## src/rtl/encout_pkg.sv

```systemverilog
// Shared constants for the encoder-emulation output generator.
package encout_pkg;

   localparam logic [1:0] ST_IDLE  = 2'd0;
   localparam logic [1:0] ST_ARMED = 2'd1;
   localparam logic [1:0] ST_RUN   = 2'd2;

   localparam logic [1:0] ENC_QUAD    = 2'b00;
   localparam logic [1:0] ENC_STEPDIR = 2'b01;
   localparam logic [1:0] ENC_CWCCW   = 2'b10;

   localparam logic [2:0] ZW_MAX = 3'd4;

   // Gray-style A/B decode of the two position LSBs: 00->10, 01->00, 10->01, 11->11
   function automatic logic [1:0] quad_ab(input logic [1:0] p);
      return {~(p[1] ^ p[0]), p[1]};
   endfunction

endpackage

```

## src/rtl/encout_cmd_fifo.sv

```systemverilog
// Command FIFO: synchronous, flushable, with registered level and look-ahead level.
module encout_cmd_fifo #(
   parameter int unsigned CW    = 16,
   parameter int unsigned DEPTH = 4
) (
   input  logic                       i_pclk,
   input  logic                       i_prst,
   input  logic                       i_flush,
   input  logic                       i_push,
   input  logic [CW-1:0]              i_data,
   input  logic                       i_pop,
   output logic [CW-1:0]              o_data_c,
   output logic [$clog2(DEPTH+1)-1:0] o_level,
   output logic [$clog2(DEPTH+1)-1:0] o_level_nxt_c
);

   localparam int unsigned LW   = $clog2(DEPTH + 1);
   localparam int unsigned PTRW = (DEPTH > 1) ? $clog2(DEPTH) : 1;

   logic [CW-1:0]   mem [DEPTH];
   logic [PTRW-1:0] wr_ptr;
   logic [PTRW-1:0] rd_ptr;
   logic            push_ok;
   logic            pop_ok;

   function automatic logic [PTRW-1:0] ptr_inc(input logic [PTRW-1:0] p);
      return (p == PTRW'(DEPTH - 1)) ? '0 : p + PTRW'(1);
   endfunction

   always_comb begin
      push_ok       = i_push && !i_flush && (o_level < LW'(DEPTH));
      pop_ok        = i_pop && !i_flush && (o_level != '0);
      o_level_nxt_c = o_level;
      if (i_flush)
         o_level_nxt_c = '0;
      else if (push_ok && !pop_ok)
         o_level_nxt_c = o_level + LW'(1);
      else if (pop_ok && !push_ok)
         o_level_nxt_c = o_level - LW'(1);
   end

   assign o_data_c = mem[rd_ptr];

   always_ff @(posedge i_pclk or posedge i_prst) begin
      if (i_prst) begin
         wr_ptr  <= '0;
         rd_ptr  <= '0;
         o_level <= '0;
      end else begin
         o_level <= o_level_nxt_c;
         if (i_flush) begin
            wr_ptr <= '0;
            rd_ptr <= '0;
         end else begin
            if (push_ok) wr_ptr <= ptr_inc(wr_ptr);
            if (pop_ok)  rd_ptr <= ptr_inc(rd_ptr);
         end
      end
   end

   // Storage needs no reset: the pointers define what is valid.
   always_ff @(posedge i_pclk) begin
      if (push_ok) mem[wr_ptr] <= i_data;
   end

endmodule

```

## src/rtl/encout_pulse_gen.sv

```systemverilog
// Encoder-emulation output generator: spreads each segment's edge command over the
// programmed period with a DDA and drives A/B/Z in quadrature, step/dir or CW/CCW form.
module encout_pulse_gen
   import encout_pkg::*;
#(
   parameter int unsigned CW    = 16,
   parameter int unsigned PW    = 16,
   parameter int unsigned DEPTH = 4
) (
   input  logic                       i_pclk,
   input  logic                       i_prst,
   input  logic                       i_en,
   input  logic [1:0]                 i_mode,
   input  logic                       i_pol,
   input  logic [2:0]                 i_zw,
   input  logic [CW-1:0]              i_posmax,
   input  logic [PW-1:0]              i_period,
   input  logic                       i_cmd_vld,
   output logic                       o_cmd_rdy,
   input  logic [CW-1:0]              i_cmd_data,
   input  logic                       i_pos_wr,
   input  logic [CW-1:0]              i_pos_wdata,
   input  logic                       i_elcin_sync,
   output logic                       o_pouta,
   output logic                       o_poutb,
   output logic                       o_poutz,
   output logic [CW-1:0]              o_pos,
   output logic [$clog2(DEPTH+1)-1:0] o_fifo_level,
   output logic                       o_err_underrun,
   output logic                       o_err_overrun
);

   localparam int unsigned LW   = $clog2(DEPTH + 1);
   localparam int unsigned AW   = (CW > PW) ? CW + 1 : PW + 1;
   localparam int unsigned ACCW = PW + 1;

   logic [1:0]      state;
   logic [1:0]      state_nxt;
   logic            sync_act;
   logic            pop_c;
   logic            underrun_c;
   logic            overrun_c;

   logic [CW-1:0]   fifo_data;
   logic [LW-1:0]   level_nxt;
   logic            fifo_flush;
   logic            fifo_push;

   logic [PW-1:0]   period_eff;
   logic [PW-1:0]   half;
   logic            is_quad;
   logic [AW-1:0]   cmd_ext;
   logic [AW-1:0]   cmd_abs;
   logic [AW-1:0]   lim;
   logic [AW-1:0]   abs_clamp;
   logic [ACCW-1:0] acc_sum;
   logic [ACCW-1:0] acc_nxt;
   logic            hit;
   logic [PW-1:0]   seg_inc;
   logic            done;
   logic            edge_c;
   logic [CW-1:0]   posmax_m1;
   logic [CW-1:0]   pos_up;
   logic [CW-1:0]   pos_dn;

   logic [PW-1:0]   abs_q;
   logic            dir_q;
   logic [ACCW-1:0] acc_q;
   logic [PW-1:0]   seg_q;
   logic            edge_q;
   logic            edge_dn_q;

   logic [2:0]      zw_eff;
   logic            z_c;
   logic [1:0]      ab_c;

   assign fifo_flush = (state_nxt == ST_IDLE);
   assign fifo_push  = i_cmd_vld && o_cmd_rdy;

   encout_cmd_fifo #(
      .CW    (CW),
      .DEPTH (DEPTH)
   ) u_cmd_fifo (
      .i_pclk        (i_pclk),
      .i_prst        (i_prst),
      .i_flush       (fifo_flush),
      .i_push        (fifo_push),
      .i_data        (i_cmd_data),
      .i_pop         (pop_c),
      .o_data_c      (fifo_data),
      .o_level       (o_fifo_level),
      .o_level_nxt_c (level_nxt)
   );

   // DDA step, command clamp and position neighbours
   always_comb begin
      period_eff = (i_period == '0) ? PW'(1) : i_period;
      half       = period_eff >> 1;
      is_quad    = (i_mode != ENC_STEPDIR) && (i_mode != ENC_CWCCW);
      cmd_ext    = {{(AW - CW){fifo_data[CW-1]}}, fifo_data};
      cmd_abs    = fifo_data[CW-1] ? (~cmd_ext + AW'(1)) : cmd_ext;
      if (is_quad)
         lim = AW'(period_eff);
      else if (half == '0)
         lim = AW'(1);
      else
         lim = AW'(half);
      abs_clamp = (cmd_abs > lim) ? lim : cmd_abs;

      acc_sum = acc_q + ACCW'(abs_q);
      hit     = (acc_sum >= ACCW'(period_eff));
      acc_nxt = hit ? (acc_sum - ACCW'(period_eff)) : acc_sum;
      seg_inc = seg_q + PW'(1);
      done    = (seg_inc == period_eff);
      edge_c  = (state == ST_RUN) && i_en && hit;

      posmax_m1 = i_posmax - CW'(1);
      pos_up    = (o_pos >= posmax_m1) ? '0 : o_pos + CW'(1);
      pos_dn    = (o_pos == '0) ? posmax_m1 : o_pos - CW'(1);
   end

   always_ff @(posedge i_pclk or posedge i_prst) begin
      if (i_prst) state <= ST_IDLE;
      else        state <= state_nxt;
   end

   // Strobe handling: a completion-cycle strobe chains straight into the next segment
   always_comb begin
      state_nxt  = state;
      sync_act   = i_elcin_sync && i_en && ((state == ST_ARMED) || (state == ST_RUN));
      pop_c      = sync_act && (o_fifo_level != '0);
      underrun_c = sync_act && (o_fifo_level == '0);
      overrun_c  = sync_act && (state == ST_RUN) && !done;
      case (state)
         ST_IDLE: begin
            if (i_en) state_nxt = ST_ARMED;
         end
         ST_ARMED: begin
            if (!i_en)      state_nxt = ST_IDLE;
            else if (pop_c) state_nxt = ST_RUN;
         end
         ST_RUN: begin
            if (!i_en)         state_nxt = ST_IDLE;
            else if (sync_act) state_nxt = pop_c ? ST_RUN : ST_ARMED;
            else if (done)     state_nxt = ST_ARMED;
         end
         default: state_nxt = ST_IDLE;
      endcase
   end

   always_ff @(posedge i_pclk or posedge i_prst) begin
      if (i_prst) begin
         abs_q          <= '0;
         dir_q          <= 1'b0;
         acc_q          <= '0;
         seg_q          <= '0;
         o_pos          <= '0;
         edge_q         <= 1'b0;
         edge_dn_q      <= 1'b0;
         o_cmd_rdy      <= 1'b0;
         o_err_underrun <= 1'b0;
         o_err_overrun  <= 1'b0;
      end else begin
         if (pop_c) begin
            abs_q <= PW'(abs_clamp);
            dir_q <= fifo_data[CW-1];
            acc_q <= '0;
            seg_q <= '0;
         end else if (state == ST_IDLE) begin
            acc_q <= '0;
            seg_q <= '0;
         end else if (state == ST_RUN) begin
            acc_q <= acc_nxt;
            seg_q <= seg_inc;
         end

         if ((state == ST_IDLE) && i_pos_wr)
            o_pos <= i_pos_wdata;
         else if (edge_c)
            o_pos <= dir_q ? pos_dn : pos_up;

         edge_q         <= edge_c;
         edge_dn_q      <= edge_c && dir_q;
         o_cmd_rdy      <= (state_nxt != ST_IDLE) && (level_nxt < LW'(DEPTH));
         o_err_underrun <= underrun_c;
         o_err_overrun  <= overrun_c;
      end
   end

   // Pin decode from the registered position and edge flags
   always_comb begin
      zw_eff = (i_zw > ZW_MAX) ? ZW_MAX : i_zw;
      z_c    = (zw_eff != '0) && (o_pos < CW'(zw_eff));
      ab_c   = quad_ab(o_pos[1:0]);
      case (i_mode)
         ENC_STEPDIR: ab_c = {edge_q, dir_q};
         ENC_CWCCW:   ab_c = {edge_q && !edge_dn_q, edge_dn_q};
         default:     ;
      endcase
   end

   always_ff @(posedge i_pclk or posedge i_prst) begin
      if (i_prst) begin
         o_pouta <= 1'b0;
         o_poutb <= 1'b0;
         o_poutz <= 1'b0;
      end else begin
         o_pouta <= ab_c[1] ^ i_pol;
         o_poutb <= ab_c[0] ^ i_pol;
         o_poutz <= z_c ^ i_pol;
      end
   end

endmodule
```

## config.mk

```make
export PLATFORM = sky130hd
export DESIGN_NAME = encout_pulse_gen
export DESIGN_NICKNAME = d
export VERILOG_FILES = /design/src/rtl/encout_pkg.sv /design/src/rtl/encout_cmd_fifo.sv /design/src/rtl/encout_pulse_gen.sv
export SDC_FILE = /design/constraint.sdc
export NUM_CORES = 1
export LEC_CHECK = 0
export CORE_MARGIN = 2
export CORE_UTILIZATION = 30
export CTS_CLUSTER_DIAMETER = 60
export DETAILED_ROUTE_END_ITERATION = 10
export PLACE_DENSITY = 0.5
export SLEW_MARGIN = 20
export SYNTH_ARGS = -nofsm -noshare
export SYNTH_HDL_FRONTEND = slang
export SYNTH_SLANG_ARGS = --single-unit
```

## constraint.sdc

```tcl
create_clock -name i_pclk -period 5.6 [get_ports i_pclk]
set_clock_uncertainty 0.05 [all_clocks]
set_input_delay 0.84 -clock i_pclk [delete_from_list [all_inputs] [get_ports i_pclk]]
set_output_delay 0.84 -clock i_pclk [all_outputs]
set_load 0.05 [all_outputs]
```

# --- Word level (Yosys, flattened, before mapping) ---
# Memories as Yosys holds them, arrays and structs flattened.
# Cells that the tools add are included.
totals:
  ff_bits: 83
  mem_bits_rw: 64
  wordCells: 129
  n_memories: 1
classes:
  add_sub_neg: 11
  order_cmp: 7
  eq_ne: 9
  n_mux: 38
  bitwise: 6
  n_reduce_logical: 40
mem_list:
  columns: ["name", "words", "width", "read_ports", "rd_clocked_by_memory_dff", "wr", "line", "source"]
  rows:
  - ["u_cmd_fifo.mem", 4, 16, 1, 0, 1, "encout_cmd_fifo.sv:20", "logic [CW-1:0] mem [DEPTH];"]
ops:
  columns: ["operator", "n"]
  rows:
  - ["$mux W16", 11]
  - ["$mux W17", 5]
  - ["$logic_not A16 Y1", 3]
  - ["$add A16 B1 Y16 const B", 2]
  - ["$sub A16 B1 Y16 const B", 2]
  - ["$mux W2", 13]
  - ["$logic_and A1 B1 Y1", 21]
  - ["$add A17 B1 Y17 const B", 1]
  - ["$add A17 B16 Y17", 1]
  - ["$ge A17 B16 Y1", 1]
  - ["$gt A17 B16 Y1", 1]
  - ["$not A17 Y17", 1]
  - ["$sub A17 B16 Y17", 1]
  - ["$eq A16 B16 Y1", 1]
  - ["$ge A16 B16 Y1", 1]
  - ["$lt A16 B3 Y1", 1]
  - ["$mux W15", 1]
  - ["$mux W3", 4]
  - ["$reduce_bool A3 Y1", 3]
  - ["$eq A2 B2 Y1 const B", 4]
  - ["$reduce_bool A2 Y1", 4]
  - ["$lt A3 B3 Y1 const B", 2]
  - ["$pmux W2 S3", 1]
  - ["$logic_not A1 Y1", 5]
  - ["other kinds (14)", 21]

# --- Depth between registers and ports, before layout ---
# Gate-level depths: netlist (run 1).
depth:
  ltp_word: 19
  depth_mapped: 18

# --- Modules after synthesis ---
# Synthesis (run 1) repeated with hierarchy kept, for this count alone.
hier_totals:
  hier_cells: 1189
  hier_area_um2: 11230.8
modules_own_cells:
  columns: ["mod", "n_inst", "cells_each", "area_each_um2"]
  rows:
  - ["encout_pulse_gen", 1, 1050, 8390.5]
  - ["encout_cmd_fifo", 1, 139, 2840.2]

# --- Worst setup path after synthesis (run 1) ---
# No wires, ideal clock.
synth_path:
  kind: "reg2reg"
  from: "register abs_q[0]"
  to: "register acc_q[1]"
  setup_ps: 137
  arrival_ps: 4334
  t_required_ps: 5413
  slack_ps: 1079
  path_stages_with_launch: 19
  n_path_buf: 2
  synth_period_minus_slack_ps: 4521
  cell_sequence: "dfrtp_1 > ha_1 > fa_1 > a211oi_1 > o21ai_0 > and3_1 > o21ai_0 > a21oi_1 > ha_1 > a21o_1 > a21o_1 > a221o_1 > a31o_2 > a211o_1 > nor3_1 > buf_4 > buf_2 > mux2i_1 > a21oi_1"
synth_via:
  elab_chain_cells: 6
  word_cells_on_any_way: 7
  cone_classes: "2 x add/sub; 1 x order compare; 4 x mux"
synth_lines:
  columns: ["element", "line", "source"]
  rows:
  - ["start: declaration", "encout_pulse_gen.sv:66", "logic [PW-1:0] abs_q;"]
  - ["start signal: assignment", "encout_pulse_gen.sv:165", "abs_q <= PW'(abs_clamp);"]
  - ["$add A17 B16 Y17 (*)", "encout_pulse_gen.sv:110", "acc_sum = acc_q + ACCW'(abs_q);"]
  - ["$sub A17 B16 Y17 / $ge A17 B16 Y1 (equally long branches)", "encout_pulse_gen.sv:112, encout_pulse_gen.sv:111", null]
  - ["$mux W17 (*)", "encout_pulse_gen.sv:112", "acc_nxt = hit ? (acc_sum - ACCW'(period_eff)) : acc_sum;"]
  - ["$mux W17 (*)", "encout_pulse_gen.sv:172", "end else if (state == ST_RUN) begin"]
  - ["$mux W17 (*)", "encout_pulse_gen.sv:169", "end else if (state == ST_IDLE) begin"]
  - ["$mux W17 (*)", "encout_pulse_gen.sv:164", "if (pop_c) begin"]
  - ["end signal: assignment", "encout_pulse_gen.sv:173", "acc_q <= acc_nxt;"]
  - ["end: declaration", "encout_pulse_gen.sv:68", "logic [ACCW-1:0] acc_q;"]
# Mark *: on every way between the ends. The rest lies on a longest branch, timed or not. The select of a mux whose other input is x is not followed.
# A chain may end at the register's enable or synchronous reset.

# --- Worst setup path in the final report (run 1) ---
layout_path:
  from: "register abs_q[0]"
  to: "register acc_q[0]"
# Same word-level chain as after synthesis.

==> results of run 1 <==
==> sequential cells by signal, indices dropped and copies added (netlist names), 2 cells and up <==
signal and count:
u_cmd_fifo.mem 64, acc_q 17, abs_q 16, o_pos 16, seg_q 16, u_cmd_fifo.o_level 3, state 2, u_cmd_fifo.rd_ptr 2
u_cmd_fifo.wr_ptr 2
==> area by class of cell <==
| cell class | count | area [sq um] |
|---|---|---|
| Clock inverter | 15 | 188 |
| Inverter | 64 | 243 |
| Multi-Input combinational cell | 905 | 6550 |
| Clock buffer | 17 | 425 |
| Fill cell | 3640 | 23100 |
| Timing Repair Buffer | 136 | 1270 |
| Sequential cell | 147 | 4000 |
| Tap cell | 468 | 586 |
==> cells in the final DEF (no fill, tap or decap), types with 15 or more instances in the layout <==
master           synthesis  layout
nor4_1                  18      18
nand3_1                 36      36
edfxtp_1                64      64
dfrtp_1                 83      83
clkbuf_16                0      17
nand2_1                 95      95
a21oi_1                 69      69
clkdlybuf4s50_1          0     100
xor2_1                  50      50
xnor2_1                 58      58
nand4_1                 17      17
buf_4                    1      36
nor3_1                  30      29
a21o_1                  18      18
mux2i_1                 39      39
o21ai_0                 74      73
o211ai_1                20      20
nor2_1                  81      81
ha_1                    86      86
mux4_2                  15      15
inv_1                   64      63
==> metal layers <==
| metal | routed length, um | track usage, % |
|---|---|---|
| met5 | 0 | 0 |
| met3 | 1130 | 2.52 |
| met1 | 15300 | 22.8 |
| met4 | 291 | 3.79 |
| met2 | 13800 | 26.2 |
==> cells by family after synthesis <==
logic type	count (synthesis)	share of synthesized area, %
AND/OR/NAND/NOR	370	16.9
flip-flops	147	36.3
adder cells (fa/ha/maj)	89	10.1
XOR/XNOR	108	8.59
multiplexers	68	8.11
buffers and inverters	122	4.48
AO/OA/AOI/OAI	270	15.5
==> power groups by stage <==
| stage | Combinational (W) | Clock (W) | Sequential [W] |
|---|---|---|---|
| after CTS | 0.00204 | 0.00124 | 0.00147 |
| after global routing | 0.00224 | 0.00128 | 0.00149 |
| after detailed placement | 0.00203 | 0 | 0.00149 |
| after global placement | 0.00202 | 0 | 0.00149 |
| final | 0.00203 | 0.00120 | 0.00147 |
| after floorplan | 0.00130 | 0 | 0.00160 |
==> per-stage QoR <==
| step | hold slack (ns) | area [sq um] | total power [W] |
|---|---|---|---|
| final | 0.450 | 13300 | 0.00470 |
| after global routing | 0.504 | 13300 | 0.00501 |
| after CTS | 0.462 | 13300 | 0.00474 |
| after detailed placement | 0.444 | 12600 | 0.00352 |
| after global placement | 0.430 | 12600 | 0.00351 |
| after floorplan | 0.406 | 11000 | 0.00290 |
==> path summary, 6_finish.rpt <==
| path | to | slack, ns |
|---|---|---|
| max in group asynchronous | u_cmd_fifo.rd_ptr[1]$_DFFE_PP0P_ | 3.73 |
| worst max-delay path | acc_q[0]$_DFFE_PP0P_ | 0.64 |
| worst max register to register | acc_q[0]$_DFFE_PP0P_ | 0.64 |
| worst min-delay path | abs_q[9]$_DFFE_PP0P_ | 0.45 |
| min in group asynchronous | seg_q[1]$_DFFE_PP0P_ | 0.84 |
| worst min register to register | abs_q[9]$_DFFE_PP0P_ | 0.45 |
==> critical path, cell delays in order, from the launching register on <==
cell and delay, ns:
dfrtp_1 0.39, ha_1 0.22, fa_1 0.42, a211oi_1 0.44, o21ai_0 0.25, and3_1 0.23, o21ai_0 0.14, a21oi_1 0.11
ha_1 0.37, a21o_1 0.20, a21o_1 0.18, a221o_1 0.33, a31o_2 0.25, a211o_1 0.33, nor3_2 0.12, buf_4 0.31
mux2_2 0.37, a21oi_1 0.14
==> results.tsv, run 1 <==
stage	metric	value	unit
cts	Num CTS Buffers	17	
routing	post-DR vias/cell	5.16	
routing	DRC viols	0	
setup_path	CP Launch Type	flip-flop	
power_and_ir_drop	Sw Ratio	42.4	%
synth	post-synthesis sequential area ratio	36.3	%
floorplan	CORE AREA	0.0363	sq mm
synth	Yosys reg bits	147	
placement	DP Worst Slack	0.429	ns
global_routing	largest net degree at the start of global routing	54	
status	outcome	completed	
global_routing	first-pass GRT wire length	48900	um
sta	Peak Freq	0.202	GHz
routing	vias after detailed routing	9034	
sta	Hold Vio Cnt, Final	0	
synth	post-synthesis cell count	1174	
synth	synthesized area	0.0110	sq mm
setup_path	Critical Path Start	abs_q[0]$_DFFE_PP0P_	
power_and_ir_drop	sequential share of power	31.2	%
sta	final worst slack	0.645	ns
power_and_ir_drop	clock share of power	25.6	%
global_routing	vias in the first global route	9010	
final_layout	share of layout cells above drive strength 1	8.88	%
routing	initial drt markers	423	
sta	setup TNS	0	ns
synth	Top FF cell, synth	dfrtp_1	
cts	Num Clock Sinks	147	
sta	Max Slew Vio Count	0	
floorplan	# IOs	101	
placement	I/O Buffers	100	
cts	CTS Hold Bufs	0	
cts	root buf cell	clkbuf_16	
cts	Clk Latency, worst-skew pair	0.44	ns
sta	final worst-path cycle share	88.5	%
sta	RSZ-0062 raised after global routing	false	
final_layout	number of antenna repair diodes	0	
setup_path	CP required	5.92	ns
routing	drt pass-1 iters	5	
synth	most common cell in the netlist	nand2_1	
cts	Max Root-Sink Buffers	2	
synth	Commonest cells post-synth	nand2_1, ha_1, dfrtp_1	
setup_path	Worst Setup End Kind	flip-flop	
synth	fraction of registers with async set/reset	56.5	%
floorplan	site row count	70	
floorplan	Die Wd	196	um
global_routing	GRT Util Overall	16.2	%
global_routing	initial antenna violation count	0	
floorplan	Die Footprint	0.0383	sq mm
cts	Post-CTS Resized	0	
power_and_ir_drop	ratio of total power to cell area	355	mW/mm^2
power_and_ir_drop	Switch Pwr	0.00199	W
routing	Routed Antenna Nets	0	
routing	Wirelength per Cell	17.4	um
cts	Worst-path clk slew	0.08	ns
synth	Syn Area/Cell	9.38	sq um
final_layout	area grow syn2layout	20.4	%
sta	Setup-failing EPs final	0	
global_routing	grt ovf	0	
setup_path	crit path kind	flip-flop to flip-flop	
synth	Post-synth EDFFs	64	
power_and_ir_drop	Leak	5.46	nW
setup_path	critical path fanouts, max	20	
final_layout	final non-filler cell total	1752	
cts	CTS tree	done	
synth	ranking of synthesized cells by area	dfrtp_1, edfxtp_1, ha_1, xnor2_1, xor2_1	
cts	post-CTS setup buffer count	0	
sta	Rel. slew slack	42.5	%
synth	number of distinct library cells after synthesis	68	
setup_path	Reg2Reg Depth	17	
floorplan	Starting Density	30.3	%
flow_run	max_cap viols	0	
sta	min Tclk post-route	4.96	ns
final_layout	# nets final	1434	
worst_hold_path	WHS Path Cells	2	
synth	top-area cell type share of the netlist area	18.9	%
cts	H-tree depth	4	
placement	Placed Cells incl. Taps	1720	
power_and_ir_drop	Pint	0.00271	W
placement	RePlAce Congestion	0.862	
synth	largest area contributor in the netlist	dfrtp_1	
routing	Routed WL	30500	um
worst_hold_path	hold_sp	abs_q[9]$_DFFE_PP0P_	
placement	hpwl dp	22600	um
power_and_ir_drop	combinational power share	43.2	%
worst_hold_path	worst hold path type	flip-flop to flip-flop	
setup_path	Arr. time, crit path	5.28	ns
power_and_ir_drop	Worst VDD drop	230	uV
sta	Tightest Pin Transition	0.862	ns
final_layout	Final Util	36.5	%
floorplan	die height	196	um
synth	yosys warns	0	
setup_path	Reg-to-Reg Start	abs_q[0]$_DFFE_PP0P_	
synth	Post-Syn Nets	1337	
No activity file was read; power rests on OpenSTA's default activity.
==> inputs of run 2 (changes only) <==
Settings changed: ABC_AREA set to 0, SKIP_CTS_REPAIR_TIMING set to 1.
==> results of run 2 <==
Same layout as run 1: the final DEF is identical, and so are final timing and power.
